## src/rtl/keypad_scan.sv

```systemverilog
// 4x4 active-low matrix keypad scanner with press/release debounce.
// Emits {row_idx, col_idx} on key_num with a one-cycle keyboard_en strobe.
module keypad_scan #(
  parameter int SCAN_DIV     = 20000,
  parameter int DEBOUNCE_CNT = 200000
) (
  input  logic       clk,
  input  logic       rst,
  input  logic [3:0] row,
  output logic [3:0] col,
  output logic [3:0] key_num,
  output logic       keyboard_en,
  output logic       key_held
);

  typedef enum logic [1:0] {SCAN, DEBOUNCE, PRESSED, RELEASE} state_t;

  localparam logic [31:0] DIV_LAST = 32'(SCAN_DIV - 1);
  localparam logic [31:0] DB_LAST  = 32'(DEBOUNCE_CNT - 1);

  state_t      state;
  logic [3:0]  row_m;
  logic [3:0]  rows_s;
  logic [3:0]  cap;
  logic [1:0]  col_idx;
  logic [1:0]  row_idx;
  logic [31:0] div;
  logic [31:0] db;

  always_ff @(posedge clk or posedge rst) begin
    if (rst) begin
      row_m  <= 4'hF;
      rows_s <= 4'hF;
    end else begin
      row_m  <= row;
      rows_s <= row_m;
    end
  end

  // Lowest low row in the captured pattern wins when several keys share a column.
  always_comb begin
    row_idx = 2'd3;
    if (!cap[2]) row_idx = 2'd2;
    if (!cap[1]) row_idx = 2'd1;
    if (!cap[0]) row_idx = 2'd0;
  end

  assign col = ~(4'b0001 << col_idx);

  always_ff @(posedge clk or posedge rst) begin
    if (rst) begin
      state       <= SCAN;
      col_idx     <= 2'd0;
      div         <= 32'd0;
      db          <= 32'd0;
      cap         <= 4'hF;
      key_num     <= 4'h0;
      keyboard_en <= 1'b0;
      key_held    <= 1'b0;
    end else begin
      keyboard_en <= 1'b0;
      case (state)
        SCAN: begin
          if (div == DIV_LAST) begin
            if (rows_s == 4'hF) begin
              col_idx <= col_idx + 2'd1;
              div     <= 32'd0;
            end else begin
              cap   <= rows_s;
              db    <= 32'd0;
              state <= DEBOUNCE;
            end
          end else begin
            div <= div + 32'd1;
          end
        end
        DEBOUNCE: begin
          if (rows_s == cap) begin
            if (db == DB_LAST) begin
              key_num     <= {row_idx, col_idx};
              keyboard_en <= 1'b1;
              key_held    <= 1'b1;
              state       <= PRESSED;
            end else begin
              db <= db + 32'd1;
            end
          end else begin
            col_idx <= col_idx + 2'd1;
            div     <= 32'd0;
            state   <= SCAN;
          end
        end
        PRESSED: begin
          if (rows_s == 4'hF) begin
            db    <= 32'd0;
            state <= RELEASE;
          end
        end
        RELEASE: begin
          // Any bounce back low restarts the release window.
          if (rows_s == 4'hF) begin
            if (db == DB_LAST) begin
              key_held <= 1'b0;
              col_idx  <= col_idx + 2'd1;
              div      <= 32'd0;
              state    <= SCAN;
            end else begin
              db <= db + 32'd1;
            end
          end else begin
            db <= 32'd0;
          end
        end
        default: state <= SCAN;
      endcase
    end
  end

endmodule
```

## config.mk

```make
export PLATFORM = sky130hd
export DESIGN_NAME = keypad_scan
export DESIGN_NICKNAME = d
export VERILOG_FILES = /design/src/rtl/keypad_scan.sv
export SDC_FILE = /design/constraint.sdc
export NUM_CORES = 1
export LEC_CHECK = 0
export BUFFER_PORTS_ARGS = -buffer_cell sky130_fd_sc_hd__clkbuf_2
export CAP_MARGIN = 20
export CELL_PAD_IN_SITES_DETAIL_PLACEMENT = 1
export CELL_PAD_IN_SITES_GLOBAL_PLACEMENT = 2
export CORE_MARGIN = 1
export CORE_UTILIZATION = 36
export DETAILED_ROUTE_END_ITERATION = 10
export PLACE_DENSITY = 0.81
export SLEW_MARGIN = 20
export SYNTH_ARGS = -nofsm -noshare
export SYNTH_HDL_FRONTEND = slang
export SYNTH_SLANG_ARGS = --single-unit
```

## constraint.sdc

```tcl
create_clock -name clk -period 2.3 [get_ports clk]
set_clock_uncertainty 0.15 [all_clocks]
set_input_delay 0.115 -clock clk [delete_from_list [all_inputs] [get_ports clk]]
set_output_delay 0.115 -clock clk [all_outputs]
set_load 0.01 [all_outputs]
```

==> metrics <==
r2r startpoint div[1]$_DFFE_PP0P_; fin util approximately 56%; ys flop type dfrtp_1; Max Fclk 0.3839 GHz; static leakage ~2.8 nW; DIE HEIGHT approximately 110 microns; WS Path Type register to register; GRT Util Overall 24.72%; Initial DRC Count 250; area share of the largest cell type after synthesis between 40% and 50%; vias in the first global route ~4800; antenna cell count 0; Power Total roughly 3 mW; Initial Utilization between 30% and 40%; vias per inst approximately 5.7; R2R cell count 10; worst endpoint required time roughly 2.4 ns; crit start category register; Cell Area, Placed roughly 0.0056 sq mm; Reg clk slew, reported paths 0.06 ns; Inst Count DP between 700 and 800; xor and xnor area share after synthesis 4.977%; DR DRC count 0; Gate Count Post-Synth 494; H-tree depth 3; min cycle time layout 2.605 ns; final wirelength between 15000 and 20000 microns; Power Density around 440 mW/mm^2; Rows 40; RSZ-0062 raised after global routing true; Reg-to-Reg End div[14]$_DFFE_PP0P_; Yosys warning total 0; Place WS -0.3260 ns; final worst path period share 113.2%; clk buf depth 2; first-pass GRT wire length approximately 25000 microns; main combinational cell family by area after synthesis simple AND/OR/NAND/NOR gates; die area 0.01317 sq mm; Reg2Reg Setup Slack -0.30 ns; Post-synth EDFFs 0; Mean Syn Cell Area between 9 and 10 sq um; Root Driver clkbuf_16; CTS tree yes; violated checks setup timing; largest net degree at the start of global routing 41; DR vias ~4500; Crit. End Element register; most common cell in the netlist dfrtp_1; WP data arrival around 2.7 ns; max-cap viol count 0; I/O Buffers 15; wire per inst about 20 microns; Final setup viols 66; Post-Synth Simple-Gate Area between 20% and 30%; number of synthesized register bits 86; Worst Hold Class input pin to asynchronous set/reset pin; Synth area leader dfrtp_1; Worst setup startpoint div[1]$_DFFE_PP0P_; main area contributors after synthesis dfrtp_1 (40%), dfstp_2 (6.9%), o21ai_0 (4.0%); compound-gate portion of the synthesized area between 10% and 20%; Num CTS Buffers 9; setup TNS -10.09 ns; Worst VDD drop a little over 0.4 mV; die width around 110 microns; syn nets 506; Worst Path Max Fanout 6; count of cell types in the netlist between 40 and 50; worst-margin pin slew ~0.71 ns; Max-Slew Margin vs Limit between 50% and 60%; DP Wirelength ~9500 microns; sequential fraction of the synthesis area 47.36%; setup slack after layout -0.3045 ns; design area around 0.0069 sq mm; top cells by count, synth dfrtp_1 (74), nor2_1 (37), o21ai_0 (37); # nets final between 600 and 700; FFs w/ async S/R, synth 100.0%; post-detailed-route count of antenna-violating nets 0; status finished with violations; gpl congestion around 0.82; Final Non-Filler Cells between 700 and 800; share of post-route cells with drive strength above 1 a little under half; Area Overhead vs Synth 50.42%; drt first pass iters 4; Worst-Skew Late Latency around 0.35 ns; total grt overflow 0; max-slew violations 0; Placeable Area about 0.012 sq mm; clock sink total 86; Hold WS between 0.15 and 0.2 ns; antenna violations before repair 0; Adder-Cell Fraction of Synth Area 1.641%; post-synth design cell area approximately 0.0046 sq mm; count of final hold-check violations 0; num ports 16; post-synthesis mux area share about 1.9%
==> critical path, stage by stage (launching register included) <==
cell	delay (ns)
dfrtp_1	0.39
ha_4	0.16
nand4_4	0.10
or4_4	0.47
buf_6	0.15
o41a_1	0.34
a311oi_2	0.31
buf_6	0.19
buf_4	0.13
o21ai_2	0.05
o31ai_1	0.07
==> cell type report <==
cell class,instances,area [sq um]
Sequential cell,86,2167
Tap cell,168,210.2
Inverter,17,67.56
Clock inverter,4,20.02
Clock buffer,12,257.7
Fill cell,1350,5329
Timing Repair Buffer,135,1154
Multi-Input combinational cell,371,3007
==> cell usage in the layout, fill, tap and decap left out, types with 13 or more instances in the layout <==
cell type / n
a21oi_2: 26
buf_4: 90
buf_6: 16
clkbuf_2: 15
dfrtp_1: 74
inv_1: 16
nand2_1: 29
nand3_1: 33
nand4_1: 16
nor2_1: 32
o21ai_0: 20
o21ai_1: 13
or3_4: 14
xnor2_1: 17
==> what timing repair did <==
action                                  CTS  global route
setup buffers                            14             6
pin swaps                                56            49
endpoints found under the hold margin    46             0
hold buffers                              5             0
resized for setup                        89            73
endpoints found under the setup margin   73            75
gates cloned                              7             0
==> cells by family (layout without fill, tap and decap cells) <==
group	count (synthesis)	count (layout)
AOI/OAI and AO/OA	102	106
xor gates and xnor gates	26	26
adders and majority gates	6	6
buffers and inverters	41	168
DFF	86	86
muxes	8	8
and+or+nand+nor	225	225
==> registers in the layout, summed over array words and instances (netlist names), named ones only <==
signal / cells
key_num: 4
cap: 4
db: 32
rows_s: 4
col_idx: 2
state: 1
div: 32
key_held: 1
keyboard_en: 1
row_m: 4
==> how the worst max path moves through the flow <==
stage,end,slack (ns),cells after the start
after global placement,db[19]$_DFFE_PP0P_,-0.30,7
after floorplan,db[14]$_DFFE_PP0P_,-0.15,8
after detailed placement,db[26]$_DFFE_PP0P_,-0.33,7
after global routing,div[5]$_DFFE_PP0P_,-0.41,9
after CTS,div[5]$_DFFE_PP0P_,-0.26,9
final,div[14]$_DFFE_PP0P_,-0.30,10
==> power breakdown <==
part           leakage, nW  total [mW]  switching, mW  internal (mW)
Sequential            1.15        1.53        0.00453           1.53
Combinational         1.51      0.0725         0.0485         0.0240
Clock                0.141        1.41          0.614          0.791
==> per-layer routing <==
layer  share of wire (%)  vias up  GRT usage [%]
met4                 2.2        0          9.524
met1                  46     2310          32.90
li1                    -     2084              -
met2                  49       95          41.09
met5                   0        -              0
met3                 3.6       31          3.268
No activity file was read; power rests on OpenSTA's default activity.
